### src/rtl/rtc_pkg.sv
// Shared time-of-day constants and the 24h-to-12h display helper.
package rtc_pkg;

    localparam int SEC_W  = 6;
    localparam int MIN_W  = 6;
    localparam int HOUR_W = 5;

    localparam logic [SEC_W-1:0]  SEC_MAX  = 6'd59;
    localparam logic [MIN_W-1:0]  MIN_MAX  = 6'd59;
    localparam logic [HOUR_W-1:0] HOUR_MAX = 5'd23;

    // Maps 0..23 to 1..12; midnight and noon both show as 12.
    function automatic logic [HOUR_W-1:0] to_12h(input logic [HOUR_W-1:0] h24);
        logic [HOUR_W-1:0] r;
        r = (h24 >= 5'd12) ? h24 - 5'd12 : h24;
        if (r == '0) begin
            r = 5'd12;
        end
        return r;
    endfunction

endpackage

### src/rtl/tick_prescaler.sv
// Divides clk down to a one-cycle tick every TICKS_PER_SEC enabled cycles.
module tick_prescaler #(
    parameter int TICKS_PER_SEC = 1
) (
    input  logic clk,
    input  logic rst,
    input  logic en,
    input  logic clr,
    output logic tick
);

    localparam int CNT_W = (TICKS_PER_SEC > 1) ? $clog2(TICKS_PER_SEC) : 1;
    localparam logic [CNT_W-1:0] CNT_LAST = CNT_W'(TICKS_PER_SEC - 1);

    logic [CNT_W-1:0] cnt_q;
    logic [CNT_W-1:0] cnt_d;

    // clr restarts the phase so a freshly loaded time lasts a full second.
    always_comb begin
        tick  = en && (cnt_q == CNT_LAST);
        cnt_d = cnt_q;
        if (clr || tick) begin
            cnt_d = '0;
        end else if (en) begin
            cnt_d = cnt_q + CNT_W'(1);
        end
    end

    always_ff @(posedge clk) begin
        if (rst) begin
            cnt_q <= '0;
        end else begin
            cnt_q <= cnt_d;
        end
    end

endmodule

### src/rtl/rtc_clock_core.sv
// Real-time clock: prescaled H:M:S counter with time-set handshake,
// 12/24h display, alarm and day-wrap pulses. Time is stored in 24h form.
module rtc_clock_core
    import rtc_pkg::*;
#(
    parameter int TICKS_PER_SEC = 1
) (
    input  logic              clk,
    input  logic              rst,
    input  logic              en,
    input  logic              mode_24,
    input  logic              set_valid,
    output logic              set_ready,
    input  logic [HOUR_W-1:0] set_hours,
    input  logic [MIN_W-1:0]  set_minutes,
    input  logic [SEC_W-1:0]  set_seconds,
    output logic              set_err,
    input  logic              alarm_en,
    input  logic [HOUR_W-1:0] alarm_hours,
    input  logic [MIN_W-1:0]  alarm_minutes,
    output logic [SEC_W-1:0]  seconds,
    output logic [MIN_W-1:0]  minutes,
    output logic [HOUR_W-1:0] hours,
    output logic              pm,
    output logic              sec_tick,
    output logic              day_wrap,
    output logic              alarm
);

    logic [SEC_W-1:0]  sec_q, sec_d;
    logic [MIN_W-1:0]  min_q, min_d;
    logic [HOUR_W-1:0] hour_q, hour_d;
    logic set_ready_q, set_ready_d;
    logic set_err_q, set_err_d;
    logic sec_tick_q, sec_tick_d;
    logic day_wrap_q, day_wrap_d;
    logic alarm_q, alarm_d;

    logic tick;
    logic accept;
    logic load_ok;
    logic load;

    assign accept  = set_valid && set_ready_q;
    assign load_ok = (set_hours <= HOUR_MAX) && (set_minutes <= MIN_MAX) &&
                     (set_seconds <= SEC_MAX);
    assign load    = accept && load_ok;

    tick_prescaler #(
        .TICKS_PER_SEC(TICKS_PER_SEC)
    ) u_prescaler (
        .clk  (clk),
        .rst  (rst),
        .en   (en),
        .clr  (load),
        .tick (tick)
    );

    // A valid load overrides a coincident tick; an invalid one leaves the tick alone.
    always_comb begin
        sec_d       = sec_q;
        min_d       = min_q;
        hour_d      = hour_q;
        sec_tick_d  = 1'b0;
        day_wrap_d  = 1'b0;
        alarm_d     = 1'b0;
        set_ready_d = !accept;
        set_err_d   = accept && !load_ok;
        if (load) begin
            sec_d  = set_seconds;
            min_d  = set_minutes;
            hour_d = set_hours;
        end else if (tick) begin
            sec_tick_d = 1'b1;
            if (sec_q != SEC_MAX) begin
                sec_d = sec_q + SEC_W'(1);
            end else begin
                sec_d = '0;
                if (min_q != MIN_MAX) begin
                    min_d = min_q + MIN_W'(1);
                end else begin
                    min_d = '0;
                    if (hour_q != HOUR_MAX) begin
                        hour_d = hour_q + HOUR_W'(1);
                    end else begin
                        hour_d     = '0;
                        day_wrap_d = 1'b1;
                    end
                end
            end
            alarm_d = alarm_en && (sec_d == '0) && (min_d == alarm_minutes) &&
                      (hour_d == alarm_hours);
        end
    end

    always_ff @(posedge clk) begin
        if (rst) begin
            sec_q       <= '0;
            min_q       <= '0;
            hour_q      <= '0;
            set_ready_q <= 1'b0;
            set_err_q   <= 1'b0;
            sec_tick_q  <= 1'b0;
            day_wrap_q  <= 1'b0;
            alarm_q     <= 1'b0;
        end else begin
            sec_q       <= sec_d;
            min_q       <= min_d;
            hour_q      <= hour_d;
            set_ready_q <= set_ready_d;
            set_err_q   <= set_err_d;
            sec_tick_q  <= sec_tick_d;
            day_wrap_q  <= day_wrap_d;
            alarm_q     <= alarm_d;
        end
    end

    assign seconds   = sec_q;
    assign minutes   = min_q;
    assign hours     = mode_24 ? hour_q : to_12h(hour_q);
    assign pm        = (hour_q >= 5'd12);
    assign set_ready = set_ready_q;
    assign set_err   = set_err_q;
    assign sec_tick  = sec_tick_q;
    assign day_wrap  = day_wrap_q;
    assign alarm     = alarm_q;

endmodule
### config.mk
export PLATFORM = sky130hd
export DESIGN_NAME = rtc_clock_core
export DESIGN_NICKNAME = d
export VERILOG_FILES = /design/src/rtl/rtc_pkg.sv /design/src/rtl/tick_prescaler.sv /design/src/rtl/rtc_clock_core.sv
export SDC_FILE = /design/constraint.sdc
export NUM_CORES = 1
export LEC_CHECK = 0
export CAP_MARGIN = 30
export CORE_MARGIN = 2
export CORE_UTILIZATION = 54
export CTS_BUF_LIST = sky130_fd_sc_hd__clkbuf_2
export CTS_CLUSTER_DIAMETER = 80
export CTS_CLUSTER_SIZE = 8
export DETAILED_ROUTE_END_ITERATION = 10
export HOLD_SLACK_MARGIN = 0.03
export PLACE_DENSITY = 0.89
export SLEW_MARGIN = 10
export SYNTH_ARGS = -nofsm -noshare
export SYNTH_HDL_FRONTEND = slang
export SYNTH_SLANG_ARGS = --single-unit
### constraint.sdc
create_clock -name clk -period 6.8 [get_ports clk]
set_input_delay 1.36 -clock clk [delete_from_list [all_inputs] [get_ports clk]]
set_output_delay 1.36 -clock clk [all_outputs]
set_load 0.005 [all_outputs]
==> impl_metrics.py <==
metrics = {
    "outcome": {
        "status": "finished, final reports clean",
    },
    "floorplanning": {
        "fp.dieH_um": 65.66,
        "coreArea_mm2": 0.003661,
        "die_x_um": 65.66,
        "rows": 22,
        "io_pins": 57,
        "initial_core_util_pct": 56.08,
        "die_area_mm2": 0.004311,
    },
    "timing": {
        "clock_skew_ns": 0.005362,
        "setup_violations": 0,
        "fin_ws_ns": 2.382,
        "slew_headroom_pct": 44.02,
        "finalHoldViolations": 0,
        "tightestPinTransition_ns": 0.8370,
        "post-route-period-util_pct": 64.97,
        "slew_violations": 0,
        "fmax_mhz": 226.3,
        "tns_ns": 0,
        "rsz0062_at_grt": "no",
        "post-route-min-period_ns": 4.418,
    },
    "power": {
        "irDropWorstVdd_mv": 0.07258,
        "power_uw": 322.5,
        "pwr-share-clk_pct": 19.0,
        "internal_power_uw": 215.0,
        "power_density_mw_per_mm2": 125.7,
        "switching_power_uw": 107.5,
        "leakagePower_uw": 0.0008921,
        "swShare_pct": 33.33,
        "seqPwrFrac_pct": 49.7,
        "combPwrFrac_pct": 31.3,
    },
    "synth": {
        "synth_warnings": 0,
        "netlist_top_cells_count": "26 x nor2_1, 24 x nand2_1, 23 x dfxtp_1",
        "synth_area_leader_cell": "dfxtp_1",
        "seq_area_frac_synth_pct": 22.43,
        "synthTopCellsByArea": "dfxtp_1 22%, nor2_1 4.8%, a211oi_1 4.4%",
        "syn-cell-area_mm2": 0.002053,
        "yosysMostFrequentCell": "nor2_1",
        "synthArstFlopShare_pct": 0,
        "ys_ff_latch": 23,
        "synth_top_area_share_pct": 22.43,
        "synth_edf_count": 0,
        "postSynthCellCount": 268,
        "synth_nets": 309,
        "synth_flop_cell": "dfxtp_1",
        "synth.distinct_cells": 62,
        "avgSynthCellArea_um2": 7.661,
    },
    "critical_path": {
        "crit_path_end_kind": "output port",
        "required_ns": 5.44,
        "slowest_delay_ns": 0.50,
        "start_kind": "input port",
        "crit_arrival_ns": 3.06,
        "worstSetupPathType": "input port to output port",
        "slowest_stage": "clkdlybuf4s50_1",
        "crit_fanout": 5,
        "crit_chain": "clkdlybuf4s50_1, a211oi_1, nand3_1, nand2_1, clkdlybuf4s50_1",
        "reg2reg_from": "seconds[0]$_SDFFE_PP0P_",
        "path_common_cell": "clkdlybuf4s50_1",
        "startpoint": "mode_24",
    },
    "layout": {
        "finish.instance_area_mm2": 0.002566,
        "antenna_cells": 0,
        "fin_util_pct": 70.10,
        "layout-area-overhead-vs-synth_pct": 24.98,
        "finalNetCount": 351,
        "fill_cells": 338,
        "drive_above_1_share_pct": 7.120,
    },
    "route": {
        "vias": 2177,
        "ant_nets": 0,
        "drt_iter0_markers": 201,
        "routed_wirelength_um": 5268,
        "drc": 0,
        "first_pass_iters": 4,
        "wl_per_cell_um": 14.76,
        "via_per_inst": 6.098,
    },
    "place": {
        "place_worst_setup_slack_ns": 2.410,
        "place.gp.congestion": 0.8847,
        "dp_hpwl_um": 3977,
        "post_dp_cell_area_mm2": 0.002546,
        "io_buffers": 56,
    },
    "clock_tree": {
        "cts-resized-gates": 0,
        "cts_buffers": 3,
        "post_cts_buffers": 0,
        "clock_path_buffers": 2,
        "insertion_delay_ns": 0.36,
        "cts.sinks": 23,
        "hold_buffers": 0,
        "cts_tree": "done",
        "htree_levels": 1,
        "cts.clk_slew.worst_paths_ns": 0.25,
        "clockRootBuffer": "clkbuf_2",
    },
    "global_route": {
        "track_usage_pct": 24.91,
        "grt_max_degree": 35,
        "grt_overflow": 0,
        "antenna_found_initial": 0,
        "grt_pass1_wl_um": 8645,
        "first_global_vias": 2032,
    },
    "hold_path": {
        "min_from": "set_ready$_SDFF_PP0_",
        "hold_class": "flop to flop",
    },
    "job": {
        "max_cap_violations": 0,
    },
}
## path summary, 6_finish.rpt
check	to	slack [ns]	cells past startpoint
worst min-delay path	set_err$_SDFF_PP0_	0.50	2
worst min register to register	set_err$_SDFF_PP0_	0.50	2
worst max register to register	alarm$_SDFF_PP0_	4.08	7
worst max-delay path	hours[2]	2.38	5
## sequential cells by signal, indices dropped and copies added (netlist names)
| signal | cells |
|---|---|
| alarm | 1 |
| u_prescaler.cnt_q | 1 |
| day_wrap | 1 |
| hour_q | 5 |
| seconds | 6 |
| minutes | 6 |
| sec_tick | 1 |
| set_err | 1 |
| set_ready | 1 |
## layer usage
layer	track usage, %	vias to the layer above	part of all wire [%]
li1	-	1083	-
met1	32.49	1013	45
met2	41.79	74	48
met3	2.740	7	5.3
met4	9.635	0	0.93
met5	0	-	0
## placed cells by master (no fill, tap or decap), types with 3 or more instances in the layout
| cell | count |
|---|---|
| clkdlybuf4s50_1 | 56 |
| nor2_1 | 26 |
| nand2_1 | 24 |
| dfxtp_1 | 23 |
| o21ai_0 | 14 |
| a211oi_1 | 12 |
| nor3_1 | 11 |
| nand3_1 | 11 |
| inv_1 | 8 |
| a21oi_1 | 7 |
| a31oi_1 | 7 |
| xnor2_1 | 7 |
| ha_1 | 7 |
| and3_1 | 6 |
| xor2_1 | 6 |
| a311oi_1 | 5 |
| nand4_1 | 5 |
| nor4_1 | 5 |
| mux2i_1 | 4 |
| and2_1 | 4 |
| nor2b_1 | 3 |
| nand2b_1 | 3 |
| o31ai_1 | 3 |
| o21ai_1 | 3 |
| clkbuf_2 | 3 |
## power groups by stage
stage               registers [uW]  clock network (uW)  logic (uW)
detailed placement             162                   0         100
floorplan                      153                   0        62.2
CTS                            160                61.2         101
global placement               162                   0        98.6
global route                   162                66.5         111
finish                         160                61.3         101
## through the flow
stage | std cells | hold WS [ns]
6_report | 357 | 0.5015
5_1_grt | 357 | 0.5395
4_1_cts | 357 | 0.5084
3_5_place_dp | 353 | 0.4828
3_3_place_gp | 353 | 0.4721
2_1_floorplan | 268 | 0.4669
## area by class of cell
| class | instances | area, um2 | area share [%] |
|---|---|---|---|
| Clock buffer | 3 | 15.01 | 0.5851 |
| Clock inverter | 1 | 5.005 | 0.1950 |
| Tap cell | 48 | 60.06 | 2.340 |
| Inverter | 8 | 30.03 | 1.170 |
| Multi-Input combinational cell | 218 | 1435 | 55.92 |
| Timing Repair Buffer | 56 | 560.5 | 21.84 |
| Sequential cell | 23 | 460.4 | 17.94 |
## critical path: cells and delay by family
kind | cells | cell delay (ns)
and+or+nand+nor | 2 | 0.25
AOI/OAI and AO/OA | 1 | 0.47
buffers and inverters | 2 | 0.98
## cell families (layout without fill, tap and decap cells)
family,count (synthesis),in the layout,share of synthesized area [%]
flops,23,23,22.43
simple gates,119,119,31.57
mux,6,6,3.047
compound gates,73,73,25.47
buf+inv,27,68,7.678
xor+xnor,13,13,5.545
fa+ha+maj,7,7,4.265
Note: power is estimated with default switching activity, not from simulation.
